**config.mk**
```make
export PLATFORM = sky130hd
export DESIGN_NAME = hub75_frame_streamer_flat
export DESIGN_NICKNAME = d
export VERILOG_FILES = /design/src/rtl/hub75_frame_streamer_if.sv /design/src/rtl/hub75_frame_streamer.sv /design/src/flat_wrapper.sv
export SDC_FILE = /design/constraint.sdc
export NUM_CORES = 1
export LEC_CHECK = 0
export CORE_MARGIN = 2
export CORE_UTILIZATION = 52
export CTS_CLUSTER_SIZE = 40
export DETAILED_ROUTE_END_ITERATION = 6
export GPL_TIMING_DRIVEN = 0
export HOLD_SLACK_MARGIN = 0.1
export PLACE_DENSITY = 0.87
export SYNTH_ARGS = -nofsm -noshare
export SYNTH_HDL_FRONTEND = slang
export SYNTH_SLANG_ARGS = --single-unit
export TNS_END_PERCENT = 1
```
**constraint.sdc**
```tcl
create_clock -name clk -period 4.83 [get_ports clk]
set_input_delay 1.2075 -clock clk [delete_from_list [all_inputs] [get_ports clk]]
set_output_delay 1.2075 -clock clk [all_outputs]
set_load 0.05 [all_outputs]
```
**src/rtl/hub75_frame_streamer_if.sv**
```systemverilog
// ============================================================================
// Module   : hub75_frame_streamer_if
// Purpose  : valid/ready word stream between the frame streamer and the HUB75 loader.
// Options  : HUB75_STREAMER_LAST_EN adds the end-of-frame 'last' flag.
// Revision : 1.0 - initial release
// ============================================================================
`default_nettype none

interface hub75_frame_streamer_if #(
  parameter int DATA_WIDTH = 32
);
  logic                  valid;
  logic                  ready;
  logic [DATA_WIDTH-1:0] data;
`ifdef HUB75_STREAMER_LAST_EN
  logic                  last;

  modport master (output valid, output data, output last, input ready);
  modport slave  (input valid, input data, input last, output ready);
`else
  modport master (output valid, output data, input ready);
  modport slave  (input valid, input data, output ready);
`endif
endinterface

`default_nettype wire

```
**src/rtl/hub75_frame_streamer.sv**
```systemverilog
// ============================================================================
// Module   : hub75_frame_streamer
// Purpose  : reads one packed frame from a synchronous frame RAM and streams it
//            as words through a 2-entry output FIFO on a valid/ready master port.
// Options  : HUB75_STREAMER_LAST_EN adds m_axi.last on the final word of a frame.
// Revision : 1.0 - initial release
// ============================================================================
`default_nettype none

module hub75_frame_streamer #(
  parameter int DATA_WIDTH      = 32,
  parameter int ADDR_WIDTH      = 9,
  parameter int WORDS_PER_FRAME = 384,
  parameter int FRAME_CNT_WIDTH = 16
) (
  input  logic                       clk,
  input  logic                       reset,
  input  logic                       i_start,
  input  logic                       i_loop,
  output logic                       o_busy,
  output logic                       o_frame_done,
  output logic [FRAME_CNT_WIDTH-1:0] o_frame_count,
  output logic                       o_mem_rd_en,
  output logic [ADDR_WIDTH-1:0]      o_mem_addr,
  input  logic [DATA_WIDTH-1:0]      i_mem_rd_data,
  hub75_frame_streamer_if.master     m_axi
);

  // One extra bit so a frame of exactly 2**ADDR_WIDTH words can be counted.
  localparam int CW = ADDR_WIDTH + 1;
  localparam logic [CW-1:0] c_WORDS    = CW'(WORDS_PER_FRAME);
  localparam logic [CW-1:0] c_LAST_IDX = CW'(WORDS_PER_FRAME - 1);

  typedef enum logic [1:0] {
    ST_IDLE   = 2'd0,
    ST_STREAM = 2'd1,
    ST_DONE   = 2'd2
  } state_t;

  state_t                     r_state;
  logic                       r_busy;
  logic                       r_frame_done;
  logic [FRAME_CNT_WIDTH-1:0] r_frame_count;
  logic [CW-1:0]              r_rd_addr;
  logic [CW-1:0]              r_xfer_cnt;
  logic                       r_inflight;
  logic [DATA_WIDTH-1:0]      r_fifo_data [2];
  logic                       r_wr_ptr;
  logic                       r_rd_ptr;
  logic [1:0]                 r_count;

  logic                       w_pop;
  logic [2:0]                 w_occ;
  logic                       w_rd_en;
  logic                       w_last_xfer;

  assign w_pop       = m_axi.valid & m_axi.ready;
  assign w_occ       = {1'b0, r_count} + {2'b00, r_inflight};
  // Issue only if the FIFO can still absorb this read once it lands next cycle.
  assign w_rd_en     = (r_state == ST_STREAM) && (r_rd_addr < c_WORDS) &&
                       (w_occ <= ({2'b00, w_pop} + 3'd1));
  assign w_last_xfer = w_pop && (r_xfer_cnt == c_LAST_IDX);

  assign o_mem_rd_en   = w_rd_en;
  assign o_mem_addr    = w_rd_en ? r_rd_addr[ADDR_WIDTH-1:0] : '0;
  assign o_busy        = r_busy;
  assign o_frame_done  = r_frame_done;
  assign o_frame_count = r_frame_count;
  assign m_axi.valid   = (r_count != 2'd0);
  assign m_axi.data    = r_fifo_data[r_rd_ptr];

  always_ff @(posedge clk or posedge reset) begin
    if (reset) begin
      r_state       <= ST_IDLE;
      r_busy        <= 1'b0;
      r_frame_done  <= 1'b0;
      r_frame_count <= '0;
      r_rd_addr     <= '0;
      r_xfer_cnt    <= '0;
    end else begin
      r_frame_done <= 1'b0;
      case (r_state)
        ST_IDLE: begin
          if (i_start) begin
            r_state <= ST_STREAM;
            r_busy  <= 1'b1;
          end
        end
        ST_STREAM: begin
          if (w_rd_en) begin
            r_rd_addr <= r_rd_addr + 1'b1;
          end
          if (w_pop) begin
            if (w_last_xfer) begin
              r_state       <= ST_DONE;
              r_frame_done  <= 1'b1;
              r_frame_count <= r_frame_count + 1'b1;
              r_xfer_cnt    <= '0;
              r_rd_addr     <= '0;
            end else begin
              r_xfer_cnt <= r_xfer_cnt + 1'b1;
            end
          end
        end
        ST_DONE: begin
          if (i_loop) begin
            r_state <= ST_STREAM;
          end else begin
            r_state <= ST_IDLE;
            r_busy  <= 1'b0;
          end
        end
        default: begin
          r_state <= ST_IDLE;
          r_busy  <= 1'b0;
        end
      endcase
    end
  end

  always_ff @(posedge clk or posedge reset) begin
    if (reset) begin
      r_inflight     <= 1'b0;
      r_fifo_data[0] <= '0;
      r_fifo_data[1] <= '0;
      r_wr_ptr       <= 1'b0;
      r_rd_ptr       <= 1'b0;
      r_count        <= 2'd0;
    end else begin
      r_inflight <= w_rd_en;
      if (r_inflight) begin
        r_fifo_data[r_wr_ptr] <= i_mem_rd_data;
        r_wr_ptr              <= ~r_wr_ptr;
      end
      if (w_pop) begin
        r_rd_ptr <= ~r_rd_ptr;
      end
      r_count <= r_count + {1'b0, r_inflight} - {1'b0, w_pop};
    end
  end

`ifdef HUB75_STREAMER_LAST_EN
  logic r_inflight_last;
  logic r_fifo_last [2];

  always_ff @(posedge clk or posedge reset) begin
    if (reset) begin
      r_inflight_last <= 1'b0;
      r_fifo_last[0]  <= 1'b0;
      r_fifo_last[1]  <= 1'b0;
    end else begin
      r_inflight_last <= w_rd_en && (r_rd_addr == c_LAST_IDX);
      if (r_inflight) begin
        r_fifo_last[r_wr_ptr] <= r_inflight_last;
      end
    end
  end

  assign m_axi.last = (r_count != 2'd0) && r_fifo_last[r_rd_ptr];
`endif

  a_no_overflow : assert property (@(posedge clk) disable iff (reset)
    !(r_inflight && !w_pop && (r_count == 2'd2)));

endmodule

`default_nettype wire

```
**src/flat_wrapper.sv**
```systemverilog
// flat-port wrapper written by rule: the top's interface ports become plain ports
module hub75_frame_streamer_flat 
#(
  parameter int DATA_WIDTH      = 32,
  parameter int ADDR_WIDTH      = 9,
  parameter int WORDS_PER_FRAME = 384,
  parameter int FRAME_CNT_WIDTH = 16
)
  (clk, reset, i_start, i_loop, o_busy, o_frame_done, o_frame_count, o_mem_rd_en, o_mem_addr, i_mem_rd_data, m_axi_valid, m_axi_data, m_axi_ready);
  hub75_frame_streamer_if #(.DATA_WIDTH(DATA_WIDTH)) m_axi_i ();
  input  logic clk;
  input  logic reset;
  input  logic i_start;
  input  logic i_loop;
  output logic o_busy;
  output logic o_frame_done;
  output logic [FRAME_CNT_WIDTH-1:0] o_frame_count;
  output logic o_mem_rd_en;
  output logic [ADDR_WIDTH-1:0] o_mem_addr;
  input  logic [DATA_WIDTH-1:0] i_mem_rd_data;
  output wire logic [$bits(m_axi_i.valid)-1:0] m_axi_valid;
  output wire logic [$bits(m_axi_i.data)-1:0] m_axi_data;
  input wire logic [$bits(m_axi_i.ready)-1:0] m_axi_ready;
  assign m_axi_valid = m_axi_i.valid;
  assign m_axi_data = m_axi_i.data;
  assign m_axi_i.ready = m_axi_ready;
  hub75_frame_streamer #(.DATA_WIDTH(DATA_WIDTH), .ADDR_WIDTH(ADDR_WIDTH), .WORDS_PER_FRAME(WORDS_PER_FRAME), .FRAME_CNT_WIDTH(FRAME_CNT_WIDTH)) u_core (.clk(clk), .reset(reset), .i_start(i_start), .i_loop(i_loop), .o_busy(o_busy), .o_frame_done(o_frame_done), .o_frame_count(o_frame_count), .o_mem_rd_en(o_mem_rd_en), .o_mem_addr(o_mem_addr), .i_mem_rd_data(i_mem_rd_data), .m_axi(m_axi_i));
endmodule
```
==> reports/results.ini <==
[critical_path]
path_max_fanout=6
crit_path_end_kind=output port
path_class=input pin to output port
slowest_delay_ps=500
cp.arrival_ps=3270
cp_top_family=adder cells
worst_ep_required_time_ps=3620
path_buf_inv=5
crit_slowest_cell=fa_1
crit_chain=dlymetal6s2s_1 > o21ai_4 > inv_2 > fa_1 > o31a_1 > o2111ai_4 > clkinvlp_4 > buf_4 > ha_1 > buf_6
cp-start-kind=input pin

[run_status]
status=finished clean

[power]
sequentialPowerShare_pct=57.8
p_switching_mw=0.410
peakVddDrop_mv=0.130
p_leak_nw=2.85
pwr_density_cell_nw_per_um2=254
power_frac_clock_pct=31.7
internal-power_mw=1.24
combinationalPowerShare_pct=10.5
switching_share_pct=24.9

[synthesis]
synth_cell_types=46
synth_top_area_share_pct=53.4
seq_area_frac_synth_pct=53.4
ys_warn_count=0
syn_nets=443
synthTopCellsByCount=dfrtp_1 (109), mux2_2 (95), xor2_1 (19)
synth_edf_count=0
ys_ff_latch=109
ys_dominant_reg_cell=dfrtp_1
postSynthAreaPerCell_sq_um=12.9
async_reset_ff_share_pct=100
synth_top_cell_by_area=dfrtp_1
synth_area_sq_um=5110
netlist_top_cells_area=dfrtp_1 (53%), mux2_2 (21%), xor2_1 (3.3%)
yosysMostFrequentCell=dfrtp_1
synthesis.instances=397

[clock_network]
cts_buffers=9
clk_path_buf_depth=2
clk_latency_ps=360
cts_tree=yes
cts_root_buf=clkbuf_8
cts_hold_buf=0
clkTransAtPathRegs_ps=100
cts_sinks=109
h-tree-depth=3

[route]
dr_wl_met3_um=588
wl_met2_um=5140
ant_nets=0
wl_per_cell_um=16.2
vias=3511
drc=0
drt_iter0_markers=103
viasPerCell=5.41
dr.pass1.iters=4
met1_length_um=4650
top_layer=met4
wl_um=10500

[layout]
num_antenna_cells=0
post-route-util_pct=67.3
area_growth_syn_to_layout_pct=27.1
drive_gt1_share_pct=30.0
postLayoutCellArea_sq_um=6490
instances_no_fill=649
fillCellCount=725
nNetsFinal=558

[timing]
slew_headroom_pct=58.6
tightest_slew_ps=622
period_share_pct=92.7
skew_ps=7.19
setup_ws_ps=353
setup_tns_ps=0
layout_min_cycle_time_ps=4480
setup_violations=0
hold_viol=0
rsz0062_at_grt=no
drv_slew=0
max_freq_mhz=223

[global_route]
antenna_found_initial=0
grt_overflow=0
grt_pass1_wl_um=17100
grt_pass1_vias=3565
grt_usage_pct=20.6
grt_max_degree=63

[floorplan]
num_rows=36
start_util_pct=53.0
die_w_um=103
die_y_um=103
die-area_sq_um=10600
core_sq_um=9640
ios=98

[run]
maxCapViolCount=0

[placement]
dpl_cell_area_sq_um=6270
numPortBuffers=97
gp_congestion=0.878
dp_cells=628
preCtsSetupSlack_ps=-718
dp_hpwl_um=7460

[worst_hold_path]
worstHoldPathType=register to register

==> cell families after synthesis <==
kind of cell	count (synthesis)	synth area share (%)
xor+xnor	27	4.63
simple gates	99	11.9
buf+inv	30	2.82
flops	109	53.4
compound gates	26	3.53
fa+ha+maj	9	2.35
mux	97	21.4
==> state kept, by name, summed over array words and instances (netlist names) <==
signal / count
u_core.o_frame_count: 16
u_core.r_fifo_data: 64
u_core.r_rd_ptr: 1
u_core.r_count: 2
u_core.r_rd_addr: 10
u_core.r_inflight: 1
u_core.o_frame_done: 1
u_core.r_wr_ptr: 1
u_core.o_busy: 1
u_core.r_state: 2
u_core.r_xfer_cnt: 10
==> stage by stage <==
step,hold slack (ps),total power [mW]
finish,485,1.65
global route,508,1.71
CTS,486,1.65
detailed placement,466,1.14
global placement,459,1.13
floorplan,452,1.07
==> worst paths after layout <==
kind	depth (start not counted)	from	slack, ps	to
setup / recovery	10	m_axi_ready	350	o_mem_addr[0]
hold / removal	1	u_core.r_wr_ptr	490	u_core.r_wr_ptr
setup reg to reg	10	u_core.r_inflight	2120	u_core.r_rd_addr[0]
hold reg to reg	1	u_core.r_wr_ptr	490	u_core.r_wr_ptr
max in group asynchronous	3	reset	2850	u_core.r_fifo_data[34]
min in group asynchronous	2	reset	1270	u_core.o_frame_count[9]
==> power groups by stage <==
stage	combinational (mW)	sequential (mW)	clock, mW
floorplan	0.102	0.965	0
global placement	0.166	0.967	0
detailed placement	0.175	0.970	0
CTS	0.176	0.951	0.528
global route	0.184	0.955	0.570
finish	0.172	0.951	0.522
==> timing repair <==
| action | in CTS | in global routing |
|---|---|---|
| pin swaps | 2 | 3 |
| endpoints found under the hold margin | 0 | 0 |
| setup endpoints to repair | 10 | 10 |
| buffers inserted | 6 | 1 |
| gates resized for setup | 49 | 4 |
==> layout by cell type (no fill, tap or decap), types with 10 or more instances in the layout <==
cell,n
clkbuf_8,11
nand2_1,16
nor4_1,10
xor2_1,19
clkdlybuf4s50_1,86
nand3_1,17
mux2_2,95
buf_2,12
dfrtp_1,109
==> final cells by class <==
type                            instances  area (sq um)  area share, %
Buffer                                 18          98.8           1.52
Clock buffer                           11           151           2.33
Clock inverter                          4          32.5          0.501
Inverter                               11          47.5          0.733
Multi-Input combinational cell        258          2240           34.6
Sequential cell                       109          2730           42.0
Tap cell                              133           166           2.56
Timing Repair Buffer                  105          1020           15.8
==> layer usage <==
layer / up-vias / GRT usage, %
met4: 0 / 5.36
met1: 1745 / 27.3
met3: 14 / 4.47
li1: 1643 / -
met2: 109 / 34.5
met5: - / 0
Note: power is estimated with default switching activity, not from simulation.
==> RTL edit (same settings) <==
`ADDR_WIDTH` is set to 9 in 2 places; all go to 10.
--- a/src/rtl/hub75_frame_streamer.sv
+++ b/src/rtl/hub75_frame_streamer.sv
@@ -10,5 +10,5 @@
 module hub75_frame_streamer #(
   parameter int DATA_WIDTH      = 32,
-  parameter int ADDR_WIDTH      = 9,
+  parameter int ADDR_WIDTH      = 10,
   parameter int WORDS_PER_FRAME = 384,
   parameter int FRAME_CNT_WIDTH = 16
--- a/src/flat_wrapper.sv
+++ b/src/flat_wrapper.sv
@@ -3,5 +3,5 @@
 #(
   parameter int DATA_WIDTH      = 32,
-  parameter int ADDR_WIDTH      = 9,
+  parameter int ADDR_WIDTH      = 10,
   parameter int WORDS_PER_FRAME = 384,
   parameter int FRAME_CNT_WIDTH = 16
Ports: changed (resized o_mem_addr); port bits go from 98 to 99. The function was not compared with the original's and may differ.
==> RTL edit against the original RTL <==
Register-to-register slack lost 0.29 ns; sequential cell count grew 2; final area shrank 1.8%; utilization grew 1.3 points; count of clock-buffer cells in the layout is the same; setup slack lost 0.25 ns; non-clock buffer count shrank 6; synthesized cell count shrank 2.5%; synthesized area shrank 1.8%; routed wire length shrank 8.4%; die area shrank 1.7%.
Power is left out: it rests on default switching activity, and per cell area and clock period it moved more than threefold.
==> RTL edit: results (changes against the original RTL) <==
* Status: completed (unchanged)
* Critical-path top delay cell: fa_1 (unchanged)
* Largest buffer count on any clock path at 2 (unchanged)
* Worst Skew at 0.0117 ns (was 0.00719 ns)
* CTS root buffer: clkbuf_8 (unchanged)
* Mux contribution to synthesized area at 22.0% (was 21.4%)
* Area after DPL at 6170 sq um (was 6270 sq um)
* Final nets at 543 (was 558)
* Largest Register: u_core.r_fifo_data (unchanged)
* Class of the most critical hold timing path: reg -> reg (unchanged)
* Post-Syn Instances at 387 (was 397)
* Worst-path clk slew at 0.10 ns (about the same)
* Synth top area cells: dfrtp_1, mux2_2, xnor2_1 (was dfrtp_1, mux2_2, xor2_1)
* Distinct cells, synth at 42 (was 46)
* Crit path max-delay family: buffers and inverters (was adder cells)
* Htree depth at 3 (unchanged)
* Diodes inserted at 0 (unchanged)
* Global-route wire length before repair at 15800 um (was 17100 um)
* Worst EP arrival at 3.52 ns (was 3.27 ns)
* First drt pass iteration count at 4 (unchanged)
* Pin count of the biggest net entering global routing at 66 (was 63)
* IO buf count at 97 (unchanged)
* Hold path depth at 1 (unchanged)
* Sequential share of the synthesized area at 55.4% (was 53.4%)
* Post-placement cell count at 614 (was 628)
* Worst slack, placed at -0.931 ns (was -0.718 ns)
* Post-synth top cells: dfrtp_1, mux2_2, xnor2_1, nand2_1, nor2_1 (was dfrtp_1, mux2_2, xor2_1, nand3_1, nand2_1)
* Share of layout cells above drive strength 1 at 26.7% (was 30.0%)
* Ys async rst share at 100% (unchanged)
* Overall global routing resource usage at 19.4% (was 20.6%)
* Iteration-0 DRC count of the detailed router at 78 (was 103)
* Die width at 102 um (was 103 um)
* DR vias/cell at 5.23 (was 5.41)
* Via count of the first global-routing pass at 3357 (was 3565)
* Clock latency on the worst-skew pair at 0.36 ns (about the same)
* Drt drc at 0 (unchanged)
* Max reg flops at 64 (unchanged)
* Max-slew headroom at 47.6% (was 58.6%)
* Filler instances at 698 (was 725)
* Initial antenna violation count at 0 (unchanged)
* Inserted Clock Buffers at 9 (unchanged)
* Met1 GRT Util at 25.4% (was 27.3%)
* Crit-path max cell delay at 0.48 ns (was 0.50 ns)
* Worst Path Max Fanout at 12 (was 6)
* WL final at 9610 um (was 10500 um)
* Post-DP HPWL at 6960 um (was 7460 um)
* Synth Area in Adders at 2.39% (was 2.35%)
* GRT met3 Usage at 3.01% (was 4.47%)
* Ys Warns at 0 (unchanged)
* Area share of xor/xnor cells in the synthesized design at 5.59% (was 4.63%)
* FF-to-FF path depth at 9 (was 10)
* Via count at 3297 (was 3511)
* GPL Wtd Cong at 0.744 (was 0.878)
* Net count after synthesis at 433 (was 443)
* Met2 usage at 33.1% (was 34.5%)
* Compound-gate portion of the synthesized area at 2.20% (was 3.53%)
## RTL edit: cell count changes in the layout (fill, tap and decap cells not counted), moves of 5 or more
cell / delta
a21oi_1: -5
buf_2: -7
mux2_1: +6
mux2_2: -6
nand3_1: -7
nand4_1: +6
nor2_1: +9
nor2_2: +5
nor4_1: -10
xnor2_1: +13
xor2_1: -8
## RTL edit: worst paths after layout
path	from	endpoint	slack, ns
hold reg to reg	u_core.o_frame_count[15]$_DFFE_PP0P_	u_core.o_frame_count[15]$_DFFE_PP0P_	0.47
min in group asynchronous	reset	u_core.r_fifo_data[6]$_DFFE_PP0P_	1.35
setup reg to reg	u_core.r_count[1]$_DFF_PP0_	u_core.r_rd_addr[5]$_DFFE_PP0N_	1.83
hold / removal	u_core.o_frame_count[15]$_DFFE_PP0P_	u_core.o_frame_count[15]$_DFFE_PP0P_	0.47
setup / recovery	m_axi_ready	o_mem_addr[0]	0.10
max in group asynchronous	reset	u_core.r_fifo_data[18]$_DFFE_PP0P_	2.77
## RTL edit: timing repair
action	4_1_cts	5_1_grt
pin swaps	1	1
setup buffers	0	1
setup endpoints to repair	10	10
gates resized for setup	56	0
## RTL edit: routing by layer
| layer | routed length (um) | vias up |
|---|---|---|
| met2 | 4800 | 73 |
| met1 | 4340 | 1647 |
| met4 | 113 | 0 |
| met3 | 353 | 9 |
| li1 | - | 1568 |
| met5 | 0 | - |
## RTL edit: final cells by class
type,instances,area [sq um],share of cell area (%)
Clock buffer,11,141,2.22
Tap cell,129,161,2.53
Inverter,7,31.3,0.491
Multi-Input combinational cell,251,2140,33.5
Clock inverter,5,65.1,1.02
Sequential cell,111,2780,43.6
Timing Repair Buffer,99,965,15.1
Buffer,18,96.3,1.51
